<file path="config.mk">
export PLATFORM = sky130hd
export DESIGN_NAME = cim_bank_ctrl
export DESIGN_NICKNAME = d
export VERILOG_FILES = /design/src/rtl/cim_ctrl_pkg.sv /design/src/rtl/cim_rr_arb2.sv /design/src/rtl/cim_bank_ctrl.sv
export SDC_FILE = /design/constraint.sdc
export NUM_CORES = 1
export LEC_CHECK = 0
export ABC_CLOCK_PERIOD_IN_PS = 4220
export BUFFER_PORTS_ARGS = -buffer_cell sky130_fd_sc_hd__buf_2
export CORE_AREA = 2 2 83 85
export DETAILED_ROUTE_END_ITERATION = 12
export DIE_AREA = 0 0 85 87
export GPL_ROUTABILITY_DRIVEN = 1
export HOLD_SLACK_MARGIN = 0.03
export PLACE_DENSITY = 0.82
export SYNTH_ARGS = -nofsm -noshare
export SYNTH_HDL_FRONTEND = slang
export SYNTH_HIERARCHICAL = 1
export SYNTH_SLANG_ARGS = --single-unit
</file>
<file path="constraint.sdc">
create_clock -name clk -period 4.22 [get_ports clk]
set_input_delay 0 -clock clk [delete_from_list [all_inputs] [get_ports clk]]
set_output_delay 0 -clock clk [all_outputs]
set_load 0.05 [all_outputs]
</file>
<file path="src/rtl/cim_ctrl_pkg.sv">
// Shared types and default sizing for the compute-in-memory bank controller.
package cim_ctrl_pkg;
  localparam int DEF_DATA_WIDTH = 9;
  localparam int DEF_NUM_ROWS   = 16;

  typedef enum logic [1:0] {
    ST_IDLE = 2'd0,
    ST_LOAD = 2'd1,
    ST_READ = 2'd2
  } state_t;

  typedef enum logic {
    GNT_LOAD = 1'b0,
    GNT_READ = 1'b1
  } gnt_t;
endpackage

</file>
<file path="src/rtl/cim_rr_arb2.sv">
// Two-way round-robin arbiter; req[0]/gnt[0] is the load side, req[1]/gnt[1] the read side.
module cim_rr_arb2
  import cim_ctrl_pkg::*;
(
  input  logic       clk,
  input  logic       rst,
  input  logic [1:0] req,
  input  logic       update,
  output logic [1:0] gnt
);
  gnt_t r_last_grant;

  // On a tie the side that did not win last time goes first.
  always_comb begin
    gnt = req;
    if (req == 2'b11) begin
      gnt = (r_last_grant == GNT_READ) ? 2'b01 : 2'b10;
    end
  end

  always_ff @(posedge clk or posedge rst) begin
    if (rst) begin
      r_last_grant <= GNT_READ;
    end else if (update && (gnt != 2'b00)) begin
      r_last_grant <= gnt[1] ? GNT_READ : GNT_LOAD;
    end
  end
endmodule

</file>
<file path="src/rtl/cim_bank_ctrl.sv">
// Bank controller: arbitrates load/read bursts, drives one-hot cell enables and
// returns read words one cycle after issue.
module cim_bank_ctrl
  import cim_ctrl_pkg::*;
#(
  parameter int DATA_WIDTH = DEF_DATA_WIDTH,
  parameter int NUM_ROWS   = DEF_NUM_ROWS,
  parameter int ROW_W      = $clog2(NUM_ROWS)
) (
  input  logic                           clk,
  input  logic                           rst,
  input  logic                           ld_cmd_valid,
  output logic                           ld_cmd_ready,
  input  logic [ROW_W-1:0]               ld_base,
  input  logic [ROW_W-1:0]               ld_len,
  input  logic                           ld_valid,
  output logic                           ld_ready,
  input  logic [DATA_WIDTH-1:0]          ld_data,
  output logic                           ld_done,
  input  logic                           rd_cmd_valid,
  output logic                           rd_cmd_ready,
  input  logic [ROW_W-1:0]               rd_base,
  input  logic [ROW_W-1:0]               rd_len,
  output logic                           rd_valid,
  output logic                           rd_last,
  output logic [DATA_WIDTH-1:0]          rd_data,
  output logic [NUM_ROWS-1:0]            cell_en,
  output logic                           cell_we,
  output logic [DATA_WIDTH-1:0]          cell_wdata,
  input  logic [NUM_ROWS*DATA_WIDTH-1:0] cell_rdata,
  output logic                           busy
);
  state_t                r_state;
  logic [ROW_W-1:0]      r_ptr;
  logic [ROW_W-1:0]      r_cnt;
  logic                  r_ld_done;
  logic                  r_rd_valid;
  logic                  r_rd_last;
  logic [DATA_WIDTH-1:0] r_rd_data;

  logic [1:0]            w_gnt;
  logic                  w_idle;
  logic                  w_ld_acc;
  logic                  w_rd_acc;
  logic                  w_wr;
  logic                  w_rd_issue;
  logic                  w_last;
  logic [DATA_WIDTH-1:0] w_rows [NUM_ROWS];

  cim_rr_arb2 u_arb (
    .clk    (clk),
    .rst    (rst),
    .req    ({rd_cmd_valid, ld_cmd_valid}),
    .update (w_ld_acc | w_rd_acc),
    .gnt    (w_gnt)
  );

  // Readies are gated by rst so they stay low for the whole reset pulse.
  assign w_idle       = (r_state == ST_IDLE);
  assign ld_cmd_ready = w_idle && w_gnt[0] && !rst;
  assign rd_cmd_ready = w_idle && w_gnt[1] && !rst;
  assign w_ld_acc     = ld_cmd_ready && ld_cmd_valid;
  assign w_rd_acc     = rd_cmd_ready && rd_cmd_valid;

  assign w_wr         = (r_state == ST_LOAD) && ld_valid;
  assign w_rd_issue   = (r_state == ST_READ);
  assign w_last       = (r_cnt == '0);

  assign ld_ready     = (r_state == ST_LOAD);
  assign busy         = !w_idle;
  assign cell_we      = w_wr;
  assign cell_wdata   = w_wr ? ld_data : '0;
  assign ld_done      = r_ld_done;
  assign rd_valid     = r_rd_valid;
  assign rd_last      = r_rd_last;
  assign rd_data      = r_rd_data;

  genvar gi;
  generate
    for (gi = 0; gi < NUM_ROWS; gi++) begin : g_row
      assign cell_en[gi] = (w_wr || w_rd_issue) && (r_ptr == ROW_W'(gi));
      assign w_rows[gi]  = cell_rdata[gi*DATA_WIDTH +: DATA_WIDTH];
    end
  endgenerate

  always_ff @(posedge clk or posedge rst) begin
    if (rst) begin
      r_state   <= ST_IDLE;
      r_ptr     <= '0;
      r_cnt     <= '0;
      r_ld_done <= 1'b0;
    end else begin
      r_ld_done <= 1'b0;
      case (r_state)
        ST_IDLE: begin
          if (w_ld_acc) begin
            r_state <= ST_LOAD;
            r_ptr   <= ld_base;
            r_cnt   <= ld_len;
          end else if (w_rd_acc) begin
            r_state <= ST_READ;
            r_ptr   <= rd_base;
            r_cnt   <= rd_len;
          end
        end
        ST_LOAD: begin
          if (ld_valid) begin
            r_ptr <= r_ptr + ROW_W'(1);
            if (w_last) begin
              r_state   <= ST_IDLE;
              r_ld_done <= 1'b1;
            end else begin
              r_cnt <= r_cnt - ROW_W'(1);
            end
          end
        end
        ST_READ: begin
          r_ptr <= r_ptr + ROW_W'(1);
          if (w_last) begin
            r_state <= ST_IDLE;
          end else begin
            r_cnt <= r_cnt - ROW_W'(1);
          end
        end
        default: r_state <= ST_IDLE;
      endcase
    end
  end

  // Return pipeline runs independently so a new command can start while the last word drains.
  always_ff @(posedge clk or posedge rst) begin
    if (rst) begin
      r_rd_valid <= 1'b0;
      r_rd_last  <= 1'b0;
      r_rd_data  <= '0;
    end else begin
      r_rd_valid <= w_rd_issue;
      r_rd_last  <= w_rd_issue && w_last;
      r_rd_data  <= w_rd_issue ? w_rows[r_ptr] : '0;
    end
  end
endmodule

</file>
==> metrics.md, run 1 <==
| Metric | Value |
|---|---|
| Outcome | complete, no violations |
| Count of filler cells inserted in the layout | ~560 |
| CTS H-tree lvls | 1 |
| CTS tree | built |
| Cells along the critical path | inv_1 -> ha_1 -> nand4b_1 -> mux2_1 -> o22ai_1 -> a2bb2oi_1 |
| Number of synthesized register bits | 23 |
| Leading register cell type out of synthesis | sky130_fd_sc_hd__dfrtp_1 |
| Post-placement worst setup slack | roughly 1.8 ns |
| Total vias in the final route | between 2000 and 3000 |
| Area of the die | roughly 7400 um^2 |
| Worst endpoint data arrival time | approximately 2.5 ns |
| Reported max-cap violation count | 0 |
| NumNets Final | roughly 620 |
| Min Tclk post-route | about 2.4 ns |
| Post-Place Cells | slightly above 500 |
| Min setup slack post-route | roughly 1.8 ns |
| Core box area | around 6600 um^2 |
| Total power divided by cell area | ~630 nW/um^2 |
| Detailed-route DRC error count | 0 |
| Fraction of power consumed by the clock network | about 5.9% |
| Area Overhead vs Synth | 46.6% |
| Final GP Congestion | 0.872 |
| Buffers added on ports | approximately 220 |
| Required @ worst endpoint | 4.34 ns |
| Total net switching power | 1190 uW |
| Standby leakage power | approximately 0.002 uW |
| Depth of the critical timing path with buffers and inverters included | 6 |
| Number of buffers between clock root and the deepest sink | 2 |
| Async set-reset flop share out of synthesis | 100% |
| Clock Sink Count | 23 |
| Met3 wire length | slightly above 800 um |
| Routed metal-1 wire length | approximately 3800 um |
| GRT Util Overall | about a quarter |
| WL met2 | approximately 4500 um |
| Via density per instance | around 5.5 |
| Max-slew violation total from the final report | 0 |
| Fraction of power spent switching nets | about half |
| Die Width | around 85 um |
| Hold Crit Class | in2reg |
| Crit-path slowest cell | sky130_fd_sc_hd__nand4b_1 |
| Crit-path max cell delay | 0.60 ns |
| Global-route wire length before repair | roughly 14000 um |
| Post-Syn Nets | 409 |
| Sequential Power Share | roughly a fifth |
| Internal | ~1200 uW |
| Category of cells accounting for the largest share of critical-path delay | simple AND/OR/NAND/NOR gates |
| Effective utilization at floorplan | between 30% and 40% |
| Drt wl/cell | ~18 um |
| Initial DRT Pass Iterations | 4 |
| Share of post-route cells with drive strength above 1 | approximately three fifths |
| Maximum number of pins on one net before global-route repair | 30 |
| Crit path launch type | flop |
| Fin cells | between 500 and 600 |
| Crit path max fanout | 10 |
| Avg Cell Area, Syn | around 11 um^2 |
| Clock root buffer | sky130_fd_sc_hd__clkbuf_8 |
| Post-route clock period utilization | 56.4% |
| Combinational fraction of design power | 74.5% |
| Setup repair after global routing missed its margin | no |
| Setup tns final | 0 ns |
| Slew of the pin with the lowest slew margin | approximately 0.93 ns |
| Site row count | 30 |
| Count of cells along the worst hold path | 4 |
| Relative slew slack | 38.1% |
| Clock latency reported for the late side of the worst-skew pair | approximately 0.26 ns |
| Cells after synthesis | 226 |
| Worst R2R Path Depth | 6 |
| Path type of the worst setup path | reg2reg |
| Uppermost layer routed | met4 |
| Via count of the first global-routing pass | around 2800 |
| Clock transition time at the flip-flop clock pins of the worst setup and hold paths | about 0.080 ns |
| Yosys synthesis warning count | 6 |
| Number of enable-type register cells in the synthesized netlist | 0 |
| Total count of hold-check failures in the final report | 0 |
| Antenna violations before repair | 0 |
| Sort of element at the end of the critical path | flop |
| Post-route antenna net violation count | 0 |
| Remaining global-route overflow | 0 |
| Crit path buffers/inverters | 1 |
| Number of distinct library cells after synthesis | between 40 and 50 |
| Maximum ir drop on the vdd rail | between 0.0004 and 0.0005 V |
| Die boundary height | between 80 and 90 um |
| Sequential cell area fraction in the yosys report | 22.8% |
| Netlist area before placement | ~2500 um^2 |
| Half-perimeter wire length of the detailed placement result | 7730 um |
| Aggregate routed wire length | about 9000 um |
| Achievable Freq | about 420 MHz |
| Multi-input gate area | about 1800 um^2 |
| FF+latch area | between 500 and 600 um^2 |
| Number of CTS-inserted buffers | 3 |
| I/O pins | ~220 |
| Drt initial violations | about 200 |
| Fin Clk Skew | 0.00165 ns |
| Endpoints failing setup | 0 |
## what timing repair did
action                                 4_1_cts  5_1_grt
hold buffers                                 3        0
resized for setup                            0        0
endpoints found under the hold margin       24        0
setup buffers                                0        0
## final cells by class
type | instances | share of cell area, %
tap | 80 | 2.70
sequential | 23 | 15.6
timing repair buffer | 221 | 30.5
clock buffer | 4 | 1.22
antenna | 1 | 0.0676
multi-input combinational | 172 | 48.8
inverter | 11 | 1.11
## cells in the final DEF (no fill, tap or decap), types with 2 or more instances in the layout
| cell | netlist | final |
|---|---|---|
| sky130_fd_sc_hd__o22ai_1 | 11 | 11 |
| sky130_fd_sc_hd__o31ai_1 | 2 | 2 |
| sky130_fd_sc_hd__mux2i_1 | 25 | 25 |
| sky130_fd_sc_hd__and3_1 | 11 | 11 |
| sky130_fd_sc_hd__nand2_1 | 10 | 10 |
| sky130_fd_sc_hd__nand2b_1 | 4 | 4 |
| sky130_fd_sc_hd__dlygate4sd3_1 | 0 | 3 |
| sky130_fd_sc_hd__nor4b_1 | 2 | 2 |
| sky130_fd_sc_hd__nor3_1 | 10 | 10 |
| sky130_fd_sc_hd__mux4_2 | 36 | 36 |
| sky130_fd_sc_hd__nor2_1 | 12 | 12 |
| sky130_fd_sc_hd__and2_1 | 3 | 3 |
| sky130_fd_sc_hd__inv_1 | 11 | 11 |
| sky130_fd_sc_hd__nand3_1 | 3 | 3 |
| sky130_fd_sc_hd__nor2b_1 | 2 | 2 |
| sky130_fd_sc_hd__mux2_1 | 2 | 2 |
| sky130_fd_sc_hd__ha_1 | 9 | 9 |
| sky130_fd_sc_hd__a21oi_1 | 2 | 2 |
| sky130_fd_sc_hd__buf_4 | 0 | 3 |
| sky130_fd_sc_hd__clkbuf_8 | 0 | 3 |
| sky130_fd_sc_hd__buf_2 | 8 | 215 |
| sky130_fd_sc_hd__mux2_2 | 2 | 2 |
| sky130_fd_sc_hd__o21ai_0 | 6 | 6 |
| sky130_fd_sc_hd__a211o_1 | 3 | 3 |
| sky130_fd_sc_hd__dfrtp_1 | 22 | 21 |
## worst paths after layout
path	start	endpoint	slack [ns]
min reg2reg	r_cnt[3]	r_cnt[3]	0.57
min in group asynchronous	rst	u_arb/r_last_grant	0.31
min	ld_base[0]	r_ptr[0]	0.10
max	r_state[1]	r_cnt[0]	1.84
max reg2reg	r_state[1]	r_cnt[0]	1.84
max in group asynchronous	rst	r_ptr[0]	3.07
## synthesized netlist by cell type (all sizes together), types with 2 or more instances
library cell | n | share of area [%]
a21oi | 2 | 0.40
and3 | 11 | 2.7
dfrtp | 22 | 22
and2 | 3 | 0.74
nand3 | 3 | 0.59
nor4b | 2 | 0.69
a21boi | 2 | 0.59
o22ai | 11 | 2.7
nand2 | 10 | 1.5
o31ai | 2 | 0.59
inv | 11 | 1.6
nor2 | 12 | 1.8
nand2b | 4 | 0.99
a211o | 3 | 1.0
mux2i | 25 | 9.9
clkbuf | 6 | 0.89
o21ai | 7 | 1.4
mux4 | 36 | 32
nor2b | 2 | 0.50
buf | 14 | 3.1
mux2 | 4 | 1.8
ha | 9 | 4.5
nor3 | 10 | 2.0
## power by group through the flow
stage	Clock [uW]	Combinational (uW)	Sequential, uW
global route	152	1880	483
CTS	142	1740	461
finish	139	1750	460
detailed placement	0	1730	464
floorplan	0	1330	501
global placement	0	1690	458
## logic make-up after synthesis
| family | count (synthesis) | share of synthesized area [%] |
|---|---|---|
| mux | 65 | 43.8 |
| fa+ha+maj | 9 | 4.46 |
| flops | 23 | 22.8 |
| compound gates | 36 | 10.4 |
| buf+inv | 31 | 5.60 |
| simple gates | 62 | 13.0 |
## layer usage
layer  track usage (%)  vias up
met5                 0        -
met4              5.19        0
met3              4.55       20
met2              39.3      156
met1              32.2     1323
li1                  -     1307
## sequential cells by signal, summed over array words and instances, names as in the netlist
register,cells
rd_valid,1
rd_last,1
ld_done,1
r_ptr,4
u_arb/r_last_grant,1
r_state,2
rd_data,9
r_cnt,4
## worst register-to-register path, delay by kind of cell (launching register included)
| family | cells | cell delay (ns) |
|---|---|---|
| adders and majority gates | 1 | 0.32 |
| muxes | 1 | 0.55 |
| buffers and inverters | 1 | 0.11 |
| AOI/OAI and AO/OA | 2 | 0.24 |
| and+or+nand+nor | 1 | 0.60 |
| DFF | 1 | 0.42 |
## metrics by stage
step	power (uW)	hold slack, ns	area (um^2)	utilization (%)
after global routing	2520	0.138	3700	56.3
after detailed placement	2200	0.0414	3630	55.2
after CTS	2340	0.106	3700	56.3
after global placement	2150	0.0351	3630	55.2
final	2340	0.104	3700	56.4
after floorplan	1830	-0.110	2530	-
Note: power is estimated with default switching activity, not from simulation.
==> run 2: changes to the inputs <==
ABC_CLOCK_PERIOD_IN_PS = 2300   (was 4220)
CORE_AREA = 2 2 84 86   (was 2 2 83 85)
DIE_AREA = 0 0 86 88   (was 0 0 85 87)
PLACE_DENSITY = 0.8   (was 0.82)
clock period = 2.3 ns   (was 4.22 ns; I/O delays follow)
==> run 2 against run 1 <==
  * Clock skew increased by 0.0017 ns
  * Global-route usage increased by 0.58 points
  * Via count increased by 0.29%
  * Flip-flop and latch count unchanged
  * Routed wire length increased by 2.4%
  * Utilization increased by 1.6 points
  * Count of clock-buffer cells in the layout unchanged
  * Combinational power increased by 98%
  * Worst setup slack got worse by 1.7 ns
  * Critical path type unchanged
  * Critical endpoint is now r_ptr[3]
  * Largest cell class unchanged
  * Highest routed layer is now met5
==> metrics.md, run 2 (synthesis gave the netlist of run 1 again) <==
| Metric | Value |
|---|---|
| Post-route clock period utilization | between 90% and 100% |
| Number of CTS-inserted buffers | 3 |
| Post-route antenna net violation count | 0 |
| Effective utilization at floorplan | between 30% and 40% |
| Share of post-route cells with drive strength above 1 | 65.7% |
| Required @ worst endpoint | between 2 and 3 ns |
| CTS H-tree lvls | 1 |
| Remaining global-route overflow | 0 |
| Total vias in the final route | 2814 |
| Clock transition time at the flip-flop clock pins of the worst setup and hold paths | about 0.08 ns |
| Area of the die | approximately 7600 um^2 |
| Slew of the pin with the lowest slew margin | between 0.6 and 0.7 ns |
| Worst endpoint data arrival time | ~2.4 ns |
| Hold Crit Class | in2reg |
| Crit path max fanout | 14 |
| Achievable Freq | approximately 460 MHz |
| Core box area | 6640 um^2 |
| Fraction of power consumed by the clock network | approximately 5.6% |
| Standby leakage power | between 0.002 and 0.0025 uW |
| Maximum ir drop on the vdd rail | ~0.00052 V |
| Maximum number of pins on one net before global-route repair | 32 |
| Initial DRT Pass Iterations | 4 |
| Buffers added on ports | between 200 and 250 |
| Clock root buffer | sky130_fd_sc_hd__clkbuf_8 |
| Most frequent cells in the layout | 215 x sky130_fd_sc_hd__buf_2, 36 x sky130_fd_sc_hd__mux4_2, 25 x sky130_fd_sc_hd__mux2i_1 |
| Combinational fraction of design power | between 70% and 80% |
| Aggregate routed wire length | ~9500 um |
| Drt wl/cell | 18.4 um |
| Number of buffers between clock root and the deepest sink | 2 |
| Via density per instance | 5.45 |
| Total count of hold-check failures in the final report | 0 |
| Global-route wire length before repair | roughly 14000 um |
| GRT Util Overall | approximately 24% |
| Final GP Congestion | roughly 0.83 |
| Antenna violations before repair | 2 |
| Clock latency reported for the late side of the worst-skew pair | 0.26 ns |
| Endpoints failing setup | 0 |
| Most common cell after layout, fill and taps aside | sky130_fd_sc_hd__buf_2 |
| Reported max-cap violation count | 0 |
| Setup tns final | 0 ns |
| Sort of element at the end of the critical path | flop |
| NumNets Final | between 600 and 700 |
| Total net switching power | 2310 uW |
| Total power divided by cell area | roughly 1200 nW/um^2 |
| Drt initial violations | ~120 |
| Sequential Power Share | ~18% |
| CTS tree | built |
| Fin Clk Skew | roughly 0.0033 ns |
| Internal | approximately 2200 uW |
| Crit path launch type | flop |
| Setup repair after global routing missed its margin | no |
| Number of flip-flops in the largest register | 9 |
| Min Tclk post-route | 2.15 ns |
| Relative slew slack | 57.5% |
| Half-perimeter wire length of the detailed placement result | a little over 8000 um |
| Die Width | about 86 um |
| Post-placement worst setup slack | roughly 0.16 ns |
| Min setup slack post-route | 0.146 ns |
| Fraction of power spent switching nets | approximately half |
| Detailed-route DRC error count | 0 |
| Via count of the first global-routing pass | roughly 2800 |
| Final Total Pwr | 4530 uW |
| Area Overhead vs Synth | 52.5% |
| Site row count | 30 |
| I/O pins | approximately 220 |
| Clock Sink Count | 23 |
| Path type of the worst setup path | reg2reg |
| Number of post-CTS setup repair buffers | 0 |
| Die boundary height | 88 um |
| Outcome | complete, no violations |
| Finished Core Util | slightly below 60% |
| Max-slew violation total from the final report | 0 |
## run 2: cell count changes in the layout (fill, tap and decap cells not counted), sizes merged
cell,previous run,this run
buf,218,223
dlygate4sd3,3,2
## run 2: metal layers
layer  GRT usage (%)  part of all wire [%]  vias to the layer above  wire length, um
met5               0                  0.14                        -               13
met4            4.62                  0.97                        2               92
met3            4.34                   7.3                       12              696
met2            42.1                    51                      142             4880
met1            31.9                    40                     1340             3800
li1                -                     -                     1318                -
## run 2: final timing paths
path,startpoint,end,slack (ns),depth (start not counted)
setup / recovery,u_arb/r_last_grant,r_ptr[3],0.15,6
hold / removal,rd_cmd_valid,u_arb/r_last_grant,0.06,3
setup reg to reg,u_arb/r_last_grant,r_ptr[3],0.15,6
hold reg to reg,r_cnt[1],r_cnt[1],0.58,2
max in group asynchronous,rst,r_ptr[0],1.39,4
min in group asynchronous,rst,u_arb/r_last_grant,0.32,3
## run 2: area by class of cell
| cell class | instances | area (um^2) |
|---|---|---|
| antenna | 1 | 2.50 |
| tap | 80 | 100 |
| clock buffer | 4 | 45.0 |
| sequential | 23 | 578 |
| multi-input combinational | 172 | 1900 |
| fill | 581 | 2790 |
| timing repair buffer | 225 | 1180 |
| inverter | 11 | 41.3 |
## run 2: through the flow
stage | std cells | hold WS [ns] | instance area (um^2)
after floorplan | 226 | -0.110 | 2620
after global placement | 509 | 0.0399 | 3780
after detailed placement | 509 | 0.0477 | 3780
after CTS | 515 | 0.0608 | 3840
after global routing | 515 | 0.0573 | 3850
final | 516 | 0.0622 | 3850
## run 2: worst max-delay path, stage by stage (launching register included)
cell and delay (ns):
sky130_fd_sc_hd__dfstp_2 0.56, sky130_fd_sc_hd__inv_1 0.04, sky130_fd_sc_hd__a21boi_1 0.18, sky130_fd_sc_hd__a22oi_1 0.18
sky130_fd_sc_hd__a2111o_1 0.65, sky130_fd_sc_hd__nor4b_1 0.35, sky130_fd_sc_hd__a211o_1 0.14
## run 2: power groups by stage
stage	clock network, uW	logic (uW)	registers, uW
floorplan	0	2560	919
global placement	0	3380	802
detailed placement	0	3470	815
CTS	254	3490	803
global route	273	3740	832
finish	253	3470	806
## run 2: timing repair
item | 4_1_cts | 5_1_grt
gates cloned | 0 | 0
hold endpoints to repair | 13 | 0
pin swaps | 0 | 0
setup endpoints to repair | 9 | 4
hold buffers | 2 | 0
gates resized for setup | 3 | 2
==> run 3: changes to the inputs <==
PLACE_DENSITY = not set   (was 0.8)
PLACE_DENSITY_LB_ADDON = 0.15   (was not set)
==> run 3 against run 2 <==
  * Utilization is 0.13 points lower
  * Global-route usage is 2.6 points lower
  * Final cell count stayed put
  * Design area is 0.23% lower
  * Power is 0.91% lower
  * Critical path type unchanged
  * Non-clock buffer count is 1 higher
  * Routed wire length is 6.3% lower
  * Flip-flop and latch count stayed put
  * Fmax is 0.30% higher
  * First-iteration DRC count is 7.3% higher
  * Largest cell class unchanged
  * Die area stayed put
  * Clock power is 2% higher
==> metrics.md, run 3 (synthesis gave the netlist of run 1 again) <==
| Metric | Value |
|---|---|
| Worst endpoint data arrival time | roughly 2.4 ns |
| Hold Crit Class | in2reg |
| Most common cell after layout, fill and taps aside | sky130_fd_sc_hd__buf_2 |
| Maximum ir drop on the vdd rail | 0.000449 V |
| Clock root buffer | sky130_fd_sc_hd__clkbuf_8 |
| NumNets Final | 620 |
| Global-route wire length before repair | approximately 13000 um |
| Final worst hold slack | 0.138 ns |
| Met3 wire length | 656 um |
| Max-slew violation total from the final report | 0 |
| Post-place instance area | 3750 um^2 |
| Final design instance area without fill | about 3800 um^2 |
| Fin cells | between 500 and 600 |
| Site row count | 30 |
| Most frequent cells in the layout | 215 x sky130_fd_sc_hd__buf_2, 36 x sky130_fd_sc_hd__mux4_2, 25 x sky130_fd_sc_hd__mux2i_1 |
| Via count of the first global-routing pass | between 2000 and 3000 |
| Routed metal-1 wire length | roughly 3500 um |
| GRT Util Overall | approximately 22% |
| Crit path launch type | flop |
| Endpoints failing setup | 0 |
| Crit path max fanout | 14 |
| Die Width | 86 um |
| Post-route clock period utilization | 93.4% |
| Share of post-route cells with drive strength above 1 | between 60% and 70% |
| Worst R2R Path Depth | 6 |
| Total power divided by cell area | between 1000 and 1500 nW/um^2 |
| Cells along the critical path | inv_1 -> a21boi_1 -> a22oi_1 -> a2111o_2 -> nor4b_1 -> a211o_1 |
| Sort of element at the end of the critical path | flop |
| Area of the die | ~7600 um^2 |
| Min Tclk post-route | 2.15 ns |
| Half-perimeter wire length of the detailed placement result | about 7400 um |
| Crit-path slowest cell | sky130_fd_sc_hd__a2111o_2 |
| Number of buffers between clock root and the deepest sink | 2 |
| Internal reg-to-reg setup slack | around 0.15 ns |
| I/O pins | approximately 220 |
| Initial DRT Pass Iterations | 4 |
| Reg-to-reg critical path startpoint | u_arb/r_last_grant |
| Number of flip-flops in the largest register | 9 |
| Uppermost layer routed | met4 |
| Area Overhead vs Synth | 52.2% |
| Total count of hold-check failures in the final report | 0 |
| Required @ worst endpoint | around 2.5 ns |
| Maximum number of pins on one net before global-route repair | 23 |
| Crit-path max cell delay | roughly 0.60 ns |
| Relative slew slack | a little under three fifths |
| Number of CTS-inserted buffers | 3 |
| Fin Clk Skew | approximately 0.0012 ns |
| Number of inserted diodes | 0 |
| Drt wl/cell | roughly 17 um |
| Outcome | complete, no violations |
| Clock transition time at the flip-flop clock pins of the worst setup and hold paths | approximately 0.09 ns |
| Beginning of the critical path | u_arb/r_last_grant |
| CTS H-tree lvls | 1 |
| Aggregate routed wire length | between 8000 and 9000 um |
| Achievable Freq | 466 MHz |
| Clock Sink Count | 23 |
| Final GP Congestion | about 0.83 |
| Core box area | ~6600 um^2 |
| Reported max-cap violation count | 0 |
| Remaining global-route overflow | 0 |
| Die boundary height | around 90 um |
| Post-Place Cells | 509 |
| Via density per instance | 5.49 |
| Effective utilization at floorplan | about two fifths |
| WL met2 | about 4600 um |
| Antenna violations before repair | 0 |
| CTS tree | built |
| Setup repair after global routing missed its margin | no |
| Detailed-route DRC error count | 0 |
| Total vias in the final route | around 2800 |
| Path type of the worst setup path | reg2reg |
| Slew of the pin with the lowest slew margin | around 0.65 ns |
| Setup tns final | 0 ns |
| FF-to-FF End | r_ptr[3] |
| Drt initial violations | around 130 |
| Standby leakage power | just over 0.002 uW |
| Buffers added on ports | ~220 |
| Post-route antenna net violation count | 0 |
| Worst setup path endpoint | r_ptr[3] |
| Clock latency reported for the late side of the worst-skew pair | roughly 0.26 ns |
==> run 3: cell count changes in the layout (fill, tap and decap cells not counted) <==
cell                            previous run  this run
sky130_fd_sc_hd__buf_4                     6         8
sky130_fd_sc_hd__clkbuf_1                  1         0
sky130_fd_sc_hd__dfrtp_1                  21        20
sky130_fd_sc_hd__a2111o_1                  1         0
sky130_fd_sc_hd__dlygate4sd3_1             2         3
sky130_fd_sc_hd__clkinv_2                  0         1
sky130_fd_sc_hd__nor3_2                    0         1
sky130_fd_sc_hd__diode_2                   1         0
sky130_fd_sc_hd__dfrtp_2                   1         2
sky130_fd_sc_hd__a2111o_2                  0         1
sky130_fd_sc_hd__nor3_1                    6         5
sky130_fd_sc_hd__buf_12                    2         0
==> run 3: power breakdown <==
part | internal, uW | total (uW) | switching (uW) | leakage [uW]
clock | 121 | 257 | 136 | 0.0000255
sequential | 589 | 812 | 223 | 0.000285
combinational | 1470 | 3420 | 1950 | 0.00173
==> run 3: worst min path at each step <==
stage | from | endpoint | cells past startpoint
after floorplan | rst | u_arb/r_last_grant | 1
after CTS | ld_base[0] | r_ptr[0] | 4
after global routing | ld_base[0] | r_ptr[0] | 4
final | ld_base[0] | r_ptr[0] | 4
after global placement | rst | u_arb/r_last_grant | 2
after detailed placement | rst | u_arb/r_last_grant | 2
==> run 3: stage by stage <==
stage	total power, uW	util, %	setup WS (ns)
after floorplan	3480	-	0.0119
after global placement	4160	56.5	0.238
after detailed placement	4210	56.5	0.133
after CTS	4500	57.7	0.00424
after global routing	4790	57.9	0.0183
final	4490	57.9	0.153
==> run 3: final cells by class <==
class                      count  area, um^2
clock inverter                 1        5.00
fill                         618        2800
multi-input combinational    172        1910
inverter                      11        41.3
tap                           80         100
clock buffer                   3        41.3
sequential                    23         579
timing repair buffer         226        1170
==> run 3: what timing repair did <==
action                                  4_1_cts  5_1_grt
buffers inserted                              0        0
endpoints found under the hold margin        11        0
pin swaps                                     0        1
gates cloned                                  0        0
endpoints found under the setup margin        2       16
resized for setup                             1        6
hold buffers                                  3        0
==> run 3: critical path: cells and delay by family (launching register included) <==
kind | cells | cell delay [ns]
DFF | 1 | 0.56
buffers and inverters | 1 | 0.04
and+or+nand+nor | 1 | 0.34
AOI/OAI and AO/OA | 4 | 1.14
==> run 3: metal layers <==
metal,global-route usage [%],up-vias
met4,4.18,0
met2,38.1,136
met3,2.73,4
met5,0,-
li1,-,1311
met1,28.7,1384
